<file path="src/rtl/fp16_add_seq_if.sv">
// fp16_add_seq_if: operand/result handshake bundle for the fp16 adder sequencer
interface fp16_add_seq_if;
    logic        in_valid;
    logic        in_ready;
    logic [15:0] a;
    logic [15:0] b;
    logic        out_valid;
    logic        out_ready;
    logic [15:0] sum;
    logic        ovf;
    modport master (output in_valid, a, b, out_ready, input in_ready, out_valid, sum, ovf);
    modport slave  (input in_valid, a, b, out_ready, output in_ready, out_valid, sum, ovf);
endinterface

</file>
<file path="src/rtl/fp16_add_seq.sv">
// fp16_add_seq: four-step (align/add/normalize/pack) binary16 adder, one op in flight, truncating
module fp16_add_seq (
    input logic           clk,
    input logic           rst,
    fp16_add_seq_if.slave bus
);
    typedef enum logic [2:0] {IDLE, ALIGN, ADD, NORM, DONE} state_t;
    state_t      state_q, state_d;
    logic [15:0] a_q, a_d, b_q, b_d;
    logic        sign_q, sign_d, sub_q, sub_d, spec_q, spec_d;
    logic [4:0]  exp_q, exp_d;
    logic [10:0] big_q, big_d, small_q, small_d;
    logic [15:0] spec_val_q, spec_val_d;
    logic [11:0] res_q, res_d;
    logic [15:0] sum_q, sum_d;
    logic        ovf_q, ovf_d;
    logic        a_gt, a_nan, b_nan, a_inf, b_inf;
    logic [15:0] x, y;
    logic [4:0]  diff;
    logic [10:0] sig_x, sig_y;
    logic [10:0] lead;
    logic [4:0]  pos, shift;
    logic signed [6:0] e_n;
    logic [9:0]  frac_n;
    assign bus.in_ready  = state_q == IDLE;
    assign bus.out_valid = state_q == DONE;
    assign bus.sum       = sum_q;
    assign bus.ovf       = ovf_q;
    assign a_gt  = a_q[14:0] >= b_q[14:0];
    assign x     = a_gt ? a_q : b_q;
    assign y     = a_gt ? b_q : a_q;
    assign sig_x = x[14:10] == 5'd0 ? 11'd0 : {1'b1, x[9:0]};
    assign sig_y = y[14:10] == 5'd0 ? 11'd0 : {1'b1, y[9:0]};
    assign diff  = x[14:10] - y[14:10];
    assign a_nan = &a_q[14:10] && |a_q[9:0];
    assign b_nan = &b_q[14:10] && |b_q[9:0];
    assign a_inf = &a_q[14:10] && ~|a_q[9:0];
    assign b_inf = &b_q[14:10] && ~|b_q[9:0];
    // Leading-one one-hot over the sum, then encoded to its bit position
    always_comb begin
        lead = '0;
        pos  = '0;
        for (int i = 0; i < 11; i++) lead[i] = res_q[i] & ~|(res_q[10:0] >> (i + 1));
        for (int i = 0; i < 11; i++) pos = pos | (lead[i] ? 5'(i) : 5'd0);
        shift  = 5'd10 - pos;
        e_n    = res_q[11] ? $signed({2'b0, exp_q}) + 7'sd1 : $signed({2'b0, exp_q}) - $signed({2'b0, shift});
        frac_n = res_q[11] ? res_q[10:1] : 10'(res_q << shift);
    end
    always_comb begin
        state_d    = state_q;
        a_d        = a_q;
        b_d        = b_q;
        sign_d     = sign_q;
        sub_d      = sub_q;
        spec_d     = spec_q;
        exp_d      = exp_q;
        big_d      = big_q;
        small_d    = small_q;
        spec_val_d = spec_val_q;
        res_d      = res_q;
        sum_d      = sum_q;
        ovf_d      = ovf_q;
        case (state_q)
            IDLE: if (bus.in_valid) begin
                a_d     = bus.a;
                b_d     = bus.b;
                state_d = ALIGN;
            end
            ALIGN: begin
                sign_d     = x[15];
                sub_d      = x[15] ^ y[15];
                exp_d      = x[14:10];
                big_d      = sig_x;
                small_d    = sig_y >> diff;
                spec_d     = &a_q[14:10] || &b_q[14:10];
                spec_val_d = (a_nan || b_nan || (a_inf && b_inf && (a_q[15] ^ b_q[15]))) ? 16'h7E00 : a_inf ? a_q : b_q;
                state_d    = ADD;
            end
            ADD: begin
                res_d   = sub_q ? {1'b0, big_q} - {1'b0, small_q} : {1'b0, big_q} + {1'b0, small_q};
                state_d = NORM;
            end
            NORM: begin
                sum_d   = spec_q ? spec_val_q :
                          res_q == 12'd0 ? 16'h0000 :
                          e_n >= 7'sd31 ? {sign_q, 5'h1F, 10'h0} :
                          e_n <= 7'sd0 ? {sign_q, 15'h0} : {sign_q, e_n[4:0], frac_n};
                ovf_d   = !spec_q && res_q != 12'd0 && e_n >= 7'sd31;
                state_d = DONE;
            end
            DONE: if (bus.out_ready) state_d = IDLE;
            default: state_d = IDLE;
        endcase
    end
    always_ff @(posedge clk or posedge rst) begin
        if (rst) begin
            state_q    <= IDLE;
            a_q        <= '0;
            b_q        <= '0;
            sign_q     <= 1'b0;
            sub_q      <= 1'b0;
            spec_q     <= 1'b0;
            exp_q      <= '0;
            big_q      <= '0;
            small_q    <= '0;
            spec_val_q <= '0;
            res_q      <= '0;
            sum_q      <= '0;
            ovf_q      <= 1'b0;
        end else begin
            state_q    <= state_d;
            a_q        <= a_d;
            b_q        <= b_d;
            sign_q     <= sign_d;
            sub_q      <= sub_d;
            spec_q     <= spec_d;
            exp_q      <= exp_d;
            big_q      <= big_d;
            small_q    <= small_d;
            spec_val_q <= spec_val_d;
            res_q      <= res_d;
            sum_q      <= sum_d;
            ovf_q      <= ovf_d;
        end
    end
endmodule

</file>
<file path="src/flat_wrapper.sv">
// flat-port wrapper written by rule: the top's interface ports become plain ports
module fp16_add_seq_flat 
  (clk, rst, bus_in_valid, bus_a, bus_b, bus_out_ready, bus_in_ready, bus_out_valid, bus_sum, bus_ovf);
  fp16_add_seq_if bus_i ();
  input logic clk;
  input logic rst;
  input wire logic [$bits(bus_i.in_valid)-1:0] bus_in_valid;
  input wire logic [$bits(bus_i.a)-1:0] bus_a;
  input wire logic [$bits(bus_i.b)-1:0] bus_b;
  input wire logic [$bits(bus_i.out_ready)-1:0] bus_out_ready;
  output wire logic [$bits(bus_i.in_ready)-1:0] bus_in_ready;
  output wire logic [$bits(bus_i.out_valid)-1:0] bus_out_valid;
  output wire logic [$bits(bus_i.sum)-1:0] bus_sum;
  output wire logic [$bits(bus_i.ovf)-1:0] bus_ovf;
  assign bus_i.in_valid = bus_in_valid;
  assign bus_i.a = bus_a;
  assign bus_i.b = bus_b;
  assign bus_i.out_ready = bus_out_ready;
  assign bus_in_ready = bus_i.in_ready;
  assign bus_out_valid = bus_i.out_valid;
  assign bus_sum = bus_i.sum;
  assign bus_ovf = bus_i.ovf;
  fp16_add_seq u_core (.clk(clk), .rst(rst), .bus(bus_i));
endmodule
</file>
<file path="config.mk">
export PLATFORM = sky130hd
export DESIGN_NAME = fp16_add_seq_flat
export DESIGN_NICKNAME = d
export VERILOG_FILES = /design/src/rtl/fp16_add_seq_if.sv /design/src/rtl/fp16_add_seq.sv /design/src/flat_wrapper.sv
export SDC_FILE = /design/constraint.sdc
export NUM_CORES = 1
export LEC_CHECK = 0
export ABC_AREA = 1
export CAP_MARGIN = 20
export CORE_ASPECT_RATIO = 1.75
export CORE_MARGIN = 4
export CORE_UTILIZATION = 60
export CTS_CLUSTER_SIZE = 24
export DETAILED_ROUTE_END_ITERATION = 8
export PLACE_DENSITY = 0.78
export SYNTH_ARGS = -nofsm -noshare
export SYNTH_HDL_FRONTEND = slang
export SYNTH_SLANG_ARGS = --single-unit
</file>
<file path="constraint.sdc">
create_clock -name clk -period 7.4 [get_ports clk]
set_input_delay 1.11 -clock clk [delete_from_list [all_inputs] [get_ports clk]]
set_output_delay 1.11 -clock clk [all_outputs]
set_load 0.02 [all_outputs]
</file>
==> summary.md <==
| Metric | Value |
|---|---|
| Synth cell count leaders | 242 x nand2_1, 113 x inv_1, 110 x dfrtp_1 |
| Startpoint Class | flop |
| Row count | 53 |
| Unique masters post-synth | 51 |
| Total gr overflow | 0 |
| Postcts setup bufs | 0 |
| Final hold vios | 0 |
| Filler cells | around 1100 |
| Clock latency on the worst-skew pair | 0.35 ns |
| Critical Path RT | 7.65 ns |
| Most frequent cell after synthesis | nand2_1 |
| Area grow syn2layout | 12.44% |
| Critical Path AT | 4.30 ns |
| Initial detailed-routing violation count | about 440 |
| Setup CP Type | reg -> reg |
| Type of the most critical hold path | reg -> reg |
| Clock Skews | 0.01533 ns |
| Nets | ~1100 |
| Vias | 6923 |
| Die W | 92.18 um |
| H-tree levels | 3 |
| Cell taking the most area after synthesis | dfrtp_1 |
| Core ar. | 0.01207 mm2 |
| CTS Sinks | 110 |
| Chip height | 155.3 um |
| First-pass GRT wire length | 32780 um |
| Hold Path Depth | 2 |
| Antenna violations before repair | 0 |
| Register area share after synthesis | 36.99% |
| CTS resizes | 0 |
| RR Startpoint | u_core.b_q[10]$_DFFE_PP0P_ |
| Unrepaired setup endpoints after global routing | false |
| N_diodes | 0 |
| Flip-flop and latch area | 0.002753 mm2 |
| Status | completed |
| Pins Over Slew Limit | 0 |
| Layout cells sized above 1 | 8.638% |
| Post-synth EDFFs | 0 |
| Max-Cap Viols | 0 |
| Cell count after synthesis | 1026 |
| Slew @ Worst Pin | 0.7468 ns |
| PortBufs | between 50 and 60 |
| Top FF cell, synth | dfrtp_1 |
| CP Launch Point | u_core.b_q[10]$_DFFE_PP0P_ |
| Initial Util | 61.65% |
| Yosys reg bits | 110 |
| Pin count of the biggest net entering global routing | between 60 and 70 |
| DRC Markers | 0 |
| All-Layer GR Usage | 29.08% |
| Ys Warns | 0 |
| Post-route ant nets | 0 |
| R2R depth | 16 |
| DR pass1 iterations | 5 |
| Achievable Freq | approximately 250 MHz |
| Root buffer cell | clkbuf_16 |
| Vias/cell | between 5 and 6 |
| CTS tree | done |
| R2r endpoint | u_core.small_q[2]$_DFFE_PP0P_ |
| Syn avg cell area | roughly 7.3 um2 |
| Share of the synthesized area in the top cell type | 36.99% |
| Fin crit period | between 4 and 5 ns |
| Final WL | between 15000 and 20000 um |
| Die area | 0.01432 mm2 |
| Number of global-route vias before repair | 6778 |
| Flop-to-flop setup slack | 3.34 ns |
| Post-CTS Hold Buffers | 0 |
| Tcrit/Tclk final | 54.83% |
| Crit-path max FO | slightly below 60 |
| Worst setup EP type | flop |
| Max Buffers Root-to-Sink | 2 |
| Worst Hold Endpoint | u_core.spec_val_q[14]$_DFFE_PP0P_ |
| Asr flop ratio synth | between 90% and 100% |
| Final setup fails | 0 |
| Num CTS Buffers | 9 |
| Hold path startpoint | u_core.spec_val_q[14]$_DFFE_PP0P_ |
| GPL Wtd Cong | about 0.96 |
| Syn Nets | between 1000 and 1500 |
| Slew HR | ~50% |
| HPWL after detailed placement | 15680 um |
| Post-Route Setup TNS | 0 ns |
| Ports | 55 |
| Wire per inst | 16.15 um |
| Main area contributors after synthesis | dfrtp_1 37%, nand2_1 12%, nand3_1 6.5% |
| Post-synth design cell area | around 0.0074 mm2 |
| Multi-input logic area | 0.004024 mm2 |
| Clock-pin slew on the worst setup and hold paths | ~0.080 ns |
==> critical path: stages, from the launching register on <==
cell and delay [ns]:
dfrtp_1 0.39, inv_1 0.11, ha_1 0.53, a21oi_1 0.23
nand2_1 0.11, a21oi_4 0.21, nand3_4 0.45, o21ai_2 0.41
nand2_2 0.11, ha_1 0.51, clkinv_1 0.33, nand3_1 0.24
nor2_2 0.07, nor2_1 0.08, nor2_1 0.04, nand2_1 0.06
nand2_1 0.05
==> sequential cells by signal (all words and copies together) (netlist names) <==
signal,flops
u_core.a_q,16
u_core.b_q,16
u_core.big_q,11
u_core.bus.ovf,1
u_core.bus.sum,16
u_core.exp_q,5
u_core.res_q,12
u_core.sign_q,1
u_core.small_q,11
u_core.spec_q,1
u_core.spec_val_q,16
u_core.state_q,3
u_core.sub_q,1
==> layout make-up <==
class	count	share of cell area (%)
Clock buffer	9	2.692
Multi-Input combinational cell	754	48.09
Inverter	123	5.548
Timing Repair Buffer	62	7.328
Clock inverter	7	0.9720
Tap cell	165	2.467
Sequential cell	110	32.90
==> through the flow <==
| stage | setup WS (ns) | util (%) | std cells | hold slack (ns) | cell area [um2] |
|---|---|---|---|---|---|
| global route | 2.910 | 69.32 | 1230 | 0.5264 | 8367 |
| CTS | 3.406 | 69.16 | 1229 | 0.5022 | 8347 |
| detailed placement | 3.438 | 66.62 | 1213 | 0.4807 | 8040 |
| finish | 3.343 | 69.32 | 1230 | 0.5003 | 8367 |
| floorplan | 3.388 | - | 1026 | 0.4495 | 7441 |
| global placement | 3.454 | 66.62 | 1213 | 0.4677 | 8040 |
==> worst max-delay path by stage <==
| stage | end | slack [ns] | cells after the start |
|---|---|---|---|
| final | u_core.small_q[2]$_DFFE_PP0P_ | 3.34 | 16 |
| after global routing | u_core.bus.sum[4]$_DFFE_PP0P_ | 2.91 | 16 |
| after CTS | u_core.small_q[2]$_DFFE_PP0P_ | 3.41 | 16 |
| after detailed placement | u_core.small_q[2]$_DFFE_PP0P_ | 3.44 | 18 |
| after global placement | u_core.small_q[2]$_DFFE_PP0P_ | 3.45 | 18 |
| after floorplan | u_core.a_q[0]$_DFFE_PP0P_ | 3.39 | 1 |
==> placed cells by master, fill, tap and decap left out, types with 10 or more instances in the layout <==
cell / instances
ha_1: 32
nand4_1: 14
inv_1: 112
nand3_1: 96
clkdlybuf4s50_1: 54
nand2_1: 241
dfrtp_1: 110
a21oi_1: 76
o21ai_0: 81
a32o_1: 10
nor2_1: 85
nor3_1: 10
nand2_2: 17
==> kinds of logic (layout without fill, tap and decap cells) <==
| kind of cell | after synthesis | after routing | synth area share, % |
|---|---|---|---|
| flip-flops | 110 | 110 | 36.99 |
| AND/OR/NAND/NOR | 500 | 500 | 30.15 |
| AO/OA/AOI/OAI | 201 | 201 | 15.30 |
| XOR/XNOR | 11 | 11 | 1.497 |
| multiplexers | 7 | 7 | 1.059 |
| other | 1 | 1 | 0.05040 |
| adder cells (fa/ha/maj) | 34 | 34 | 5.919 |
| buffers and inverters | 162 | 201 | 9.030 |
==> layer usage <==
metal | vias to the layer above | global-route usage, % | wire [um]
met4 | 0 | 16.87 | 1196
li1 | 3465 | - | -
met5 | - | 0 | 0
met3 | 57 | 2.806 | 624
met1 | 3217 | 31.11 | 7358
met2 | 184 | 54.60 | 10680
Power is left out: the tool's default activity adds up to more than one toggle a clock period on the data nets, which glitch-free logic cannot reach.
